==> src/rtl/i2s_rx_stereo_param.sv <==
// Parametrised stereo I2S / left-justified receiver, fully in the mclk domain.
// Oversamples sclk/lrclk/sdin and emits one aligned L/R pair per frame.
module i2s_rx_chan #(
  parameter int DATA_WIDTH = 24,
  parameter int IW         = 5
) (
  input  logic                  mclk,
  input  logic                  rst_n,
  input  logic                  en,
  input  logic                  start,
  input  logic                  cap,
  input  logic                  last,
  input  logic [IW-1:0]         idx,
  input  logic                  sd,
  output logic [DATA_WIDTH-1:0] sample,
  output logic                  full
);
  // Bits land at their final position, so a short slot leaves zero LSBs.
  always_ff @(posedge mclk or negedge rst_n)
    if (!rst_n) begin
      sample <= '0;
      full   <= 1'b0;
    end else if (en) begin
      if (start) begin
        sample <= '0;
        full   <= 1'b0;
      end
      if (cap) begin
        sample[idx] <= sd;
        if (last) full <= 1'b1;
      end
    end
endmodule

module i2s_rx_stereo_param #(
  parameter int DATA_WIDTH   = 24,
  parameter int OUT_WIDTH    = 24,
  parameter int MODE         = 0,
  parameter int MAX_SLOT     = 32,
  parameter int ERRCNT_WIDTH = 8
) (
  input  logic                    mclk,
  input  logic                    rst_n,
  input  logic                    sclk,
  input  logic                    lrclk,
  input  logic                    sdin,
  input  logic                    mute_l,
  input  logic                    mute_r,
  output logic [OUT_WIDTH-1:0]    ldata,
  output logic [OUT_WIDTH-1:0]    rdata,
  output logic                    dvalid,
  output logic                    led_l,
  output logic                    led_r,
  output logic                    frame_err,
  output logic [ERRCNT_WIDTH-1:0] err_cnt
);
  localparam int OFF = (MODE == 0) ? 1 : 0;
  localparam int KW  = $clog2(MAX_SLOT + 1);
  localparam int IW  = (DATA_WIDTH > 1) ? $clog2(DATA_WIDTH) : 1;

  logic [1:0] sclk_s, ws_s, sd_s;
  logic       sclk_d, e_q, ws_e, sd_e;

  // ws/sd are registered alongside the edge flag so they line up with E.
  always_ff @(posedge mclk or negedge rst_n)
    if (!rst_n) begin
      sclk_s <= '0; ws_s <= '0; sd_s <= '0;
      sclk_d <= 1'b0; e_q <= 1'b0; ws_e <= 1'b0; sd_e <= 1'b0;
    end else begin
      sclk_s <= {sclk_s[0], sclk};
      ws_s   <= {ws_s[0], lrclk};
      sd_s   <= {sd_s[0], sdin};
      sclk_d <= sclk_s[1];
      e_q    <= sclk_s[1] & ~sclk_d;
      ws_e   <= ws_s[1];
      sd_e   <= sd_s[1];
    end

  logic                            ws_prev, armed, slot_act, left_ok;
  logic [KW-1:0]                   k, k_nxt;
  logic                            bnd, cap, last, frame_done, short_hit;
  logic [IW-1:0]                   idx;
  logic [1:0][DATA_WIDTH-1:0]      sh;
  logic [1:0]                      full;
  logic                            mute_l_q, mute_r_q;

  always_comb begin
    bnd        = e_q && (ws_e != ws_prev);
    k_nxt      = bnd ? '0 : (k == KW'(MAX_SLOT)) ? k : k + KW'(1);
    cap        = (int'(k_nxt) >= OFF) && (int'(k_nxt) < DATA_WIDTH + OFF);
    last       = (int'(k_nxt) == DATA_WIDTH - 1 + OFF);
    idx        = IW'(DATA_WIDTH - 1 + OFF - int'(k_nxt));
    frame_done = bnd && ws_prev && slot_act && left_ok;
    short_hit  = bnd && slot_act && !full[ws_prev];
  end

  for (genvar c = 0; c < 2; c++) begin : g_ch
    i2s_rx_chan #(.DATA_WIDTH(DATA_WIDTH), .IW(IW)) u_ch (
      .mclk  (mclk),
      .rst_n (rst_n),
      .en    (e_q && (ws_e == 1'(c))),
      .start (bnd),
      .cap   (cap),
      .last  (last),
      .idx   (idx),
      .sd    (sd_e),
      .sample(sh[c]),
      .full  (full[c])
    );
  end

  // A slot only counts once an earlier edge has been seen since reset;
  // this discards the partial slot running when reset is released.
  always_ff @(posedge mclk or negedge rst_n)
    if (!rst_n) begin
      k <= '0; ws_prev <= 1'b1; armed <= 1'b0; slot_act <= 1'b0; left_ok <= 1'b0;
    end else if (e_q) begin
      k       <= k_nxt;
      ws_prev <= ws_e;
      armed   <= 1'b1;
      if (bnd) begin
        slot_act <= armed;
        if (!ws_prev && slot_act) left_ok <= 1'b1;
      end
    end

  always_ff @(posedge mclk or negedge rst_n)
    if (!rst_n) begin
      ldata <= '0; rdata <= '0; dvalid <= 1'b0; frame_err <= 1'b0;
      err_cnt <= '0; mute_l_q <= 1'b0; mute_r_q <= 1'b0;
    end else begin
      mute_l_q  <= mute_l;
      mute_r_q  <= mute_r;
      dvalid    <= frame_done;
      frame_err <= short_hit;
      if (frame_done) begin
        ldata <= mute_l_q ? '0 : OUT_WIDTH'($signed(sh[0]));
        rdata <= mute_r_q ? '0 : OUT_WIDTH'($signed(sh[1]));
      end
      if (short_hit && (err_cnt != '1)) err_cnt <= err_cnt + ERRCNT_WIDTH'(1);
    end

  assign led_l = mute_l_q;
  assign led_r = mute_r_q;
endmodule

==> config.mk <==
export PLATFORM = sky130hd
export DESIGN_NAME = i2s_rx_stereo_param
export DESIGN_NICKNAME = d
export VERILOG_FILES = /design/src/rtl/i2s_rx_stereo_param.sv
export SDC_FILE = /design/constraint.sdc
export NUM_CORES = 1
export LEC_CHECK = 0
export BUFFER_PORTS_ARGS = -buffer_cell sky130_fd_sc_hd__buf_2
export CAP_MARGIN = 25
export CORE_MARGIN = 5
export CORE_UTILIZATION = 30
export CTS_CLUSTER_SIZE = 20
export DETAILED_ROUTE_END_ITERATION = 6
export GPL_ROUTABILITY_DRIVEN = 1
export HOLD_SLACK_MARGIN = 0.15
export MAX_ROUTING_LAYER = met4
export PLACE_DENSITY = 0.46
export SETUP_SLACK_MARGIN = 0.15
export SLEW_MARGIN = 30
export SYNTH_ARGS = -nofsm -noshare
export SYNTH_HDL_FRONTEND = slang
export SYNTH_SLANG_ARGS = --single-unit
==> constraint.sdc <==
create_clock -name mclk -period 5.9 [get_ports mclk]
set_clock_uncertainty 0.1 [all_clocks]
set_input_delay 0.885 -clock mclk [delete_from_list [all_inputs] [get_ports mclk]]
set_output_delay 0.885 -clock mclk [all_outputs]
set_load 0.02 [all_outputs]
After elaboration in Yosys (flattened, before gate mapping)
Index checks and enable logic that the tools add are counted.
{"block": "op_classes", "mux": 22, "bitwise_logic": 3, "n_reduce_logical": 16, "n_eq_ne": 4, "n_lt_le_gt_ge": 5, "add_sub_neg": 3}
{"cell": "$mux W24", "n": 8}
{"cell": "$bwmux W24", "n": 2}
{"cell": "$eq A6 B6 Y1 const B", "n": 2}
{"cell": "$logic_and A1 B1 Y1", "n": 12}
{"cell": "$mux W6", "n": 2}
{"cell": "$mux W1", "n": 9}
{"cell": "$add A8 B1 Y8 const B", "n": 1}
{"cell": "$ne A8 B8 Y1 const B", "n": 1}
{"cell": "$add A6 B1 Y6 const B", "n": 1}
{"cell": "$ge A6 B1 Y1 const B", "n": 1}
{"cell": "$lt A5 B6 Y1 const B", "n": 1}
{"cell": "$lt A6 B5 Y1 const B", "n": 1}
{"cell": "$demux W1 S5", "n": 1}
{"cell": "$ge A5 B1 Y1 const B", "n": 1}
{"cell": "$sub A5 B5 Y5 const A", "n": 1}
{"cell": "$reduce_and A3 Y1", "n": 1}
{"cell": "$logic_not A1 Y1", "n": 2}
{"cell": "$lt A1 B2 Y1 const B", "n": 1}
{"cell": "$not A1 Y1", "n": 2}
{"cell": "$reduce_and A2 Y1", "n": 1}
{"cell": "$and A1 B1 Y1", "n": 1}
{"cell": "$ne A1 B1 Y1", "n": 1}
{"block": "word_totals", "out_inout_bits": 60, "word_cells": 76, "in_bits": 7, "reg_bits": 130}

Depth between registers and ports, before layout
Gate-level depths: netlist of run 1.
{"block": "logic_depth", "ltp_word": 10, "mapped_depth": 10, "depth_no_buf": 8}

Modules after synthesis
From an unflattened synthesis of run 1, not the netlist that was laid out.
{"block": "unflattened", "hier_cells": 523, "hier_area_um2": 6079.6}
{"mod": "i2s_rx_stereo_param", "area_per_inst_um2": 3677.3, "seq_area_each_um2": 2003.2, "instances": 1, "cells_each": 301}
{"mod": "i2s_rx_chan (g_ch[1].u_ch)", "area_per_inst_um2": 1202.4, "seq_area_each_um2": 625.6, "instances": 1, "cells_each": 111}
{"mod": "i2s_rx_chan (g_ch[0].u_ch)", "area_per_inst_um2": 1199.9, "seq_area_each_um2": 625.6, "instances": 1, "cells_each": 111}

Least setup slack after synthesis of run 1
OpenSTA, ideal clock, no wires.
{"block": "synth_timing", "path_type": "flip-flop to flip-flop", "start": "register k[1]", "end": "register g_ch[0].u_ch.full", "setup_time_ns": 0.103, "arrival_ns": 2.460, "t_required_ns": 5.697, "path_slack_ns": 3.236, "path_stages_with_launch": 10, "period_less_slack_ns": 2.664, "n_path_buf": 2, "cell_sequence": "dfrtp_1 buf_4 inv_1 ha_1 or3b_4 nor2_4 a211oi_4 or4b_4 buf_6 o41ai_2"}
{"block": "synth_between", "elab_chain_len": 6, "elab_cells_between_ends": 10, "classes_between": "add/sub (1); order compare (2); eq/ne (2); mux (4); reduce/logical (1)"}
{"item": "start, declared", "line_no": "80", "text": "logic [KW-1:0] k, k_nxt;"}
{"item": "start signal, assigned", "line_no": "118", "text": "k <= k_nxt;"}
{"item": "$add A6 B1 Y6 / $eq A6 B6 Y1 (equally long branches)", "line_no": "89", "text": "k_nxt = bnd ? '0 : (k == KW'(MAX_SLOT)) ? k : k + KW'(1);"}
{"item": "$mux W6 * (2 in a row)", "line_no": "89"}
{"item": "$ge A6 B1 Y1, or another cell as far along", "line_no": "90", "text": "cap = (int'(k_nxt) >= OFF) && (int'(k_nxt) < DATA_WIDTH + OFF);"}
{"item": "$logic_and A1 B1 Y1 / $mux W1 (equally long branches)", "line_no": "90, 30"}
{"item": "$mux W1 *", "line_no": "28", "text": "if (cap) begin"}
{"item": "end signal, assigned", "line_no": "22", "text": "full <= 1'b0;"}
{"item": "end signal, assigned", "line_no": "26", "text": "full <= 1'b0;"}
{"item": "end signal, assigned", "line_no": "30", "text": "if (last) full <= 1'b1;"}
{"item": "end, declared", "line_no": "16", "text": "output logic full"}
Every way passes the cells marked *; elsewhere a longest branch is shown, timed or not.
A chain may end at the register's enable or synchronous reset.

Final worst setup path of run 1
{"block": "layout_timing", "start": "register k[0]", "end": "register g_ch[0].u_ch.sample[10]"}
{"block": "layout_between", "elab_chain_len": 10, "elab_cells_between_ends": 15, "classes_between": "add/sub (2); order compare (4); eq/ne (1); mux (6); reduce/logical (2)"}
{"item": "$add A6 B1 Y6 / $eq A6 B6 Y1 (equally long branches)", "line_no": "89"}
{"item": "$mux W6 * (2 in a row)", "line_no": "89"}
{"item": "$sub A5 B5 Y5", "line_no": "92", "text": "idx = IW'(DATA_WIDTH - 1 + OFF - int'(k_nxt));"}
{"item": "$lt A5 B6 Y1 (not written as such) / $ge A5 B1 Y1 (equally long branches)", "line_no": "29", "text": "sample[idx] <= sd;"}
{"item": "$logic_and A1 B1 Y1 (not written as such)", "line_no": "29"}
{"item": "$mux W1 (not written as such)", "line_no": "29"}
{"item": "$demux W1 S5"}
{"item": "$bwmux W24", "line_no": "29"}
{"item": "$mux W24 *", "line_no": "28"}
{"item": "end signal, assigned", "line_no": "21", "text": "sample <= '0;"}
{"item": "end signal, assigned", "line_no": "25", "text": "sample <= '0;"}
{"item": "end signal, assigned by index", "line_no": "29"}
{"item": "end, declared", "line_no": "15", "text": "output logic [DATA_WIDTH-1:0] sample,"}
Marks and branches as above.

==> results of run 1 <==
final timing paths:
| kind | from | slack (ps) | cells after the start | endpoint |
|---|---|---|---|---|
| max | k[0]$_DFFE_PN0P_ | 2400 | 8 | g_ch[0].u_ch.sample[10]$_DFFE_PN0P_ |
| min | ws_s[0]$_DFF_PN0_ | 250 | 0 | ws_s[1]$_DFF_PN0_ |
| max reg2reg | k[0]$_DFFE_PN0P_ | 2400 | 8 | g_ch[0].u_ch.sample[10]$_DFFE_PN0P_ |
| min reg2reg | ws_s[0]$_DFF_PN0_ | 250 | 0 | ws_s[1]$_DFF_PN0_ |
| max in group asynchronous | rst_n | 4090 | 2 | sclk_s[1]$_DFF_PN0_ |
| min in group asynchronous | rst_n | 400 | 1 | ldata[18]$_DFFE_PN0P_ |
final cells by class:
| cell class | instances | area [um2] |
|---|---|---|
| Fill cell | 2156 | 13450 |
| Sequential cell | 130 | 3254 |
| Multi-Input combinational cell | 450 | 2779 |
| Clock buffer | 18 | 439.2 |
| Timing Repair Buffer | 70 | 366.6 |
| Tap cell | 275 | 344.1 |
| Clock inverter | 14 | 143.9 |
| Inverter | 13 | 48.80 |
power groups by stage:
stage | sequential (mW) | combinational [mW] | clock [mW]
2_1_floorplan | 1.10 | 0.531 | 0
3_3_place_gp | 1.12 | 0.708 | 0
3_5_place_dp | 1.13 | 0.713 | 0
4_1_cts | 1.11 | 0.718 | 1.07
5_1_grt | 1.13 | 0.793 | 1.11
6_report | 1.11 | 0.718 | 1.05
placed cells by master, fill, tap and decap left out, drive strengths merged, types with 12 or more instances in the layout:
master  netlist  final
inv          13     20
clkbuf       29     18
buf          14     70
o211ai       18     18
a22o         16     16
o21ai        89     89
nand2        94     94
nand3        27     27
a211oi       12     12
nand2b       49     49
dfrtp       129    129
a21oi        15     15
logic make-up (layout without fill, tap and decap cells):
group,Yosys count,in the layout,synth area share (%)
AO/OA/AOI/OAI,201,201,21.34
multiplexers,3,3,0.4985
XOR/XNOR,13,13,1.815
AND/OR/NAND/NOR,230,230,20.02
flip-flops,130,130,51.86
buffers and inverters,56,115,3.868
adder cells (fa/ha/maj),3,3,0.5983
layer usage:
metal | vias to the layer above | track usage, % | part of all wire (%)
li1 | 2369 | - | -
met1 | 2493 | 20.07 | 46
met2 | 146 | 23.71 | 47
met3 | 31 | 3.246 | 4.9
met4 | 0 | 5.130 | 2.0
met5 | - | - | 0
metrics by stage:
stage / power, mW / std cells / utilization (%) / hold slack [ps]
finish: 2.878 / 970 / 35.42 / 247.3
global route: 3.034 / 970 / 35.42 / 256.0
CTS: 2.903 / 970 / 35.42 / 249.2
detailed placement: 1.841 / 938 / 32.62 / 235.8
global placement: 1.832 / 938 / 32.60 / 232.9
floorplan: 1.626 / 636 / - / 231.2
cell usage after synthesis, types with 2 or more instances:
library cell | number | share of area, %
or2_2 | 4 | 0.40
clkbuf_1 | 29 | 1.7
a31oi_1 | 4 | 0.40
o21ai_0 | 87 | 6.9
xnor2_1 | 8 | 1.1
nor4_1 | 2 | 0.20
o211a_1 | 5 | 0.80
nor3b_1 | 3 | 0.36
inv_1 | 13 | 0.78
ha_1 | 3 | 0.60
and4_1 | 2 | 0.28
a211o_1 | 4 | 0.56
a21boi_0 | 3 | 0.36
buf_6 | 2 | 0.36
o211ai_1 | 18 | 2.2
mux2i_1 | 2 | 0.32
a32o_1 | 5 | 0.80
nand2_1 | 93 | 5.6
nor4_2 | 2 | 0.40
a211oi_1 | 10 | 1.2
a32oi_1 | 7 | 0.98
nand2b_1 | 49 | 4.9
nand4_1 | 4 | 0.40
and3_1 | 4 | 0.40
buf_4 | 3 | 0.36
nor2b_1 | 5 | 0.50
buf_2 | 5 | 0.40
a21o_1 | 4 | 0.48
o31ai_1 | 7 | 0.84
nor3_1 | 2 | 0.16
o22ai_1 | 7 | 0.70
nand3_1 | 26 | 2.1
or3_1 | 3 | 0.30
a211oi_4 | 2 | 0.64
and2_1 | 8 | 0.80
nor2_1 | 7 | 0.42
buf_1 | 4 | 0.24
xor2_1 | 5 | 0.70
dfrtp_1 | 129 | 51
a21oi_1 | 15 | 1.2
a22o_1 | 16 | 2.2
registers in the layout (all words and copies together), names as in the netlist:
signal,flops
armed,1
slot_act,1
k,6
ws_prev,1
rdata,24
ws_e,1
e_q,1
sclk_s,2
led_l,1
sd_s,2
frame_err,1
sclk_d,1
led_r,1
g_ch.u_ch.sample,48
sd_e,1
dvalid,1
ws_s,2
left_ok,1
err_cnt,8
ldata,24
g_ch.u_ch.full,2
==> qor.yml, run 1 <==
floorplan:
  start_util_pct: 30.13
  fp.coreArea_mm2: 0.02082
  rows: 53
  die-area_mm2: 0.02391
  die_w_um: 154.6
  fp.dieH_um: 154.6
  pin_count: 67
route:
  drc: 0
  post_drt_wl_per_cell_um: 17.92
  dr.first_iter.drc_count: 372
  drt_first_pass_iters: 5
  post_drt_via_cell_ratio: 5.195
  wl_um: 17380
  vias: 5039
  drtAntennaViolNets: 0
timing:
  tightest_slew_ps: 847.9
  tns_ps: 0
  period_needed_ps: 3501
  setup_ws_ps: 2399
  rsz0062_at_grt: "no"
  drv_slew: 0
  max_slew_margin_pct: 43.32
  setup_violations: 0
  max_freq_mhz: 285.6
  period_share_pct: 59.34
  finalHoldViolCount: 0
clock_network:
  cts_resized: 0
  cts.path.max_buffers: 2
  cts_num_sinks: 130
  clk_latency_ps: 420
  root_buffer: "clkbuf_16"
  hold_buffers: 0
  htree_levels: 4
  path_clk_slew_ps: 70
  cts_setup_buffers: 0
  cts_tree: "yes"
  cts_buffers: 17
global_route:
  grt_pass1_wl_um: 28030
  track_usage_pct: 15.31
  grt_overflow: 0
  grt_max_degree: 98
  antenna_found_initial: 0
  grt_pass1_vias: 4921
outcome:
  status: "finished clean"
yosys:
  syn_inst: 636
  synth-seq-cells: 130
  yosys_warnings: 0
  ys_types: 66
  syn-cell-area_mm2: 0.006275
  seq_area_frac_synth_pct: 51.86
  avgSynthCellArea_um2: 9.866
  syn_nets: 646
  synth_edf_count: 0
  synth_ff_type: "dfrtp_1"
  async_flop_share_pct: 100.0
finish:
  areaGrowthSynthToFinish_pct: 17.55
  final_area_mm2: 0.007376
  antenna_cells: 0
  finalNetCount: 692
  drive_above_1_share_pct: 18.27
power:
  p_switching_mw: 1.028
  power_density_mw_per_mm2: 390.2
  peakVddDrop_v: 0.0002098
  p_sw_share_pct: 35.72
  p_int_mw: 1.850
  p_leak_nw: 3.284
  seq_power_share_pct: 38.7
  clockPowerShare_pct: 36.4
  power_frac_comb_pct: 24.9
setup_path:
  crit_fanout: 19
  crit_arrival_ps: 3710
  path_cells: "inv_1 > ha_1 > or4bb_1 > a21oi_1 > o21ai_1 > a211oi_1 > o21ai_0 > a22o_1"
  worstSetupPathType: "reg -> reg"
  max_stage_delay_ps: 680
  cp_data_required_time_ps: 6110
  endpoint_kind: "flip-flop"
  crit_family: "compound AO/OA/AOI/OAI gates"
  cp_num_buf_inv: 1
  cp_slowest_cell: "dfrtp_1"
  crit_path_start_kind: "flip-flop"
place:
  dpl.hpwl_um: 12040
  dp_slack_ps: 2448
  io_buffers: 66
  placed_cell_area_mm2: 0.006793
  gp_congestion: 0.8805
min_path:
  hp-class: "reg -> reg"
job:
  maxCapViolations: 0
Power figures use the tool's default switching activity.
==> run 2, diff against run 1 <==
--- a/config.mk
+++ b/config.mk
@@ -14,7 +14,7 @@
 export GPL_ROUTABILITY_DRIVEN = 1
 export HOLD_SLACK_MARGIN = 0.15
 export MAX_ROUTING_LAYER = met4
-export PLACE_DENSITY = 0.46
+export PLACE_DENSITY = 0.48
 export SETUP_SLACK_MARGIN = 0.15
 export SLEW_MARGIN = 30
 export SYNTH_ARGS = -nofsm -noshare
==> constraint.sdc (replaced) <==
create_clock -name mclk -period 3.1 [get_ports mclk]
set_clock_uncertainty 0.1 [all_clocks]
set_input_delay 0.465 -clock mclk [delete_from_list [all_inputs] [get_ports mclk]]
set_output_delay 0.465 -clock mclk [all_outputs]
set_load 0.02 [all_outputs]
==> run 2 against run 1 <==
  * Non-clock buffer count up 42
  * Utilization up 1.7 points
  * Register-to-register slack got worse by 2100 ps
  * Global-route usage up 0.21 points
==> qor.yml, run 2 (same netlist as run 1, synthesis figures left out) <==
outcome:
  status: "finished clean"
route:
  vias: 5128
  drc: 0
  dr.first_iter.drc_count: 385
  drt_first_pass_iters: 6
  wl_um: 17500
  drtAntennaViolNets: 0
  post_drt_wl_per_cell_um: 17.29
  post_drt_via_cell_ratio: 5.067
clock_network:
  cts_setup_buffers: 0
  cts.path.max_buffers: 2
  path_clk_slew_ps: 60
  clk_latency_ps: 420
  cts_num_sinks: 130
  htree_levels: 4
  cts_tree: "yes"
  cts_buffers: 17
  root_buffer: "clkbuf_16"
global_route:
  grt_pass1_wl_um: 28750
  antenna_found_initial: 0
  track_usage_pct: 15.53
  grt_overflow: 0
  grt_max_degree: 98
  grt_pass1_vias: 5155
finish:
  final_cells: 1012
  layout_commonest_cell: "dfrtp_1"
  regMostFlops: "g_ch.u_ch.sample"
  multi_input_area_mm2: 0.002784
  finalNetCount: 734
  largest_registers: "g_ch.u_ch.sample: 48 flops, ldata: 24 flops, rdata: 24 flops"
  final_cell_mix: "dfrtp_1 (129), nand2_1 (93), o21ai_0 (87)"
  drive_above_1_share_pct: 22.12
  areaGrowthSynthToFinish_pct: 23.23
  antenna_cells: 0
  fillers: 2120
  largest_reg_flops: 48
  seq_area_mm2: 0.003254
place:
  gp_congestion: 0.8861
  dpl.hpwl_um: 12800
  dp_cells: 974
  io_buffers: 66
power:
  p_leak_nw: 3.503
  power_density_mw_per_mm2: 738.6
  peakVddDrop_v: 0.0003919
timing:
  max_slew_margin_pct: 44.08
  tns_ps: 0
  finalHoldViolCount: 0
  tightest_slew_ps: 838.8
  period_needed_ps: 2767
  period_share_pct: 89.24
  rsz0062_at_grt: "yes"
  setup_violations: 0
  max_freq_mhz: 361.5
  drv_slew: 0
floorplan:
  start_util_pct: 30.13
  pin_count: 67
  die-area_mm2: 0.02391
  die_w_um: 154.6
  rows: 53
  fp.coreArea_mm2: 0.02082
  fp.dieH_um: 154.6
setup_path:
  endpoint_kind: "flip-flop"
  crit_path_start_kind: "flip-flop"
  crit_arrival_ps: 3000
  cp_data_required_time_ps: 3330
  reg2reg_from: "k[0]$_DFFE_PN0P_"
  rr_worst_depth: 9
  worstSetupPathType: "reg -> reg"
  crit_fanout: 7
  critPathLaunch: "k[0]$_DFFE_PN0P_"
min_path:
  min_from: "sd_s[1]$_DFF_PN0_"
  hold_path_depth: 0
  hp-class: "reg -> reg"
job:
  maxCapViolations: 0
## run 2: cell types whose count changed in the layout (fill, tap and decap cells not counted), sizes merged
cell	before	now
buf	70	106
bufinv	1	2
clkinv	2	1
clkinvlp	4	3
dlygate4sd3	0	6
inv	20	21
## run 2: final timing paths
| kind | slack [ps] | endpoint |
|---|---|---|
| setup / recovery | 330 | g_ch[1].u_ch.sample[2]$_DFFE_PN0P_ |
| hold / removal | 250 | sd_e$_DFF_PN0_ |
| setup reg to reg | 330 | g_ch[1].u_ch.sample[2]$_DFFE_PN0P_ |
| hold reg to reg | 250 | sd_e$_DFF_PN0_ |
| max in group asynchronous | 1630 | ws_prev$_DFFE_PN1P_ |
| min in group asynchronous | 490 | ldata[22]$_DFFE_PN0P_ |
## run 2: metrics by stage
| step | setup slack [ps] | area, um2 | power [mW] | utilization, % | hold slack, ps |
|---|---|---|---|---|---|
| detailed placement | 342.4 | 7072 | 3.692 | 33.96 | 235.6 |
| CTS | 318.6 | 7727 | 5.769 | 37.11 | 248.3 |
| global placement | 411.4 | 7072 | 3.683 | 33.96 | 231.5 |
| floorplan | 436.0 | 6275 | 3.094 | - | 69.41 |
| global route | 138.8 | 7732 | 6.017 | 37.14 | 253.2 |
| finish | 333.4 | 7732 | 5.711 | 37.14 | 245.4 |
## run 2: worst max-delay path, stage by stage, from the launching register on
cell	delay [ps]
dfrtp_1	380
inv_1	120
ha_1	300
or3b_2	450
a21boi_0	250
o211ai_1	230
a211oi_4	440
buf_4	200
nand3_1	80
o211ai_1	130
## run 2: repair_timing
action,in CTS,in global routing
hold buffers,6,0
resized for setup,0,1
endpoints found under the setup margin,0,2
hold endpoints to repair,48,0
## run 2: area by class of cell
type | instances | share of cell area, %
clock buffers | 18 | 5.550
clock inverters | 14 | 2.152
inverters | 13 | 0.6311
multi-input cells | 450 | 36.00
flip-flops and latches | 130 | 42.09
well taps | 275 | 4.450
repair buffers | 112 | 9.126
## run 2: routing by layer
metal  global-route usage (%)  up-vias  routed length (um)
met2                    24.21      134                8327
met3                    3.106       14                 832
li1                         -     2458                   -
met1                    20.75     2522                8194
met5                        -        -                   0
met4                    4.205        0                 148
## run 2: power breakdown
group	internal (mW)	total [mW]	switching, mW
Clock	1.21	2.04	0.829
Combinational	0.641	1.60	0.954
Sequential	1.88	2.08	0.192
Total	3.74	5.71	1.97
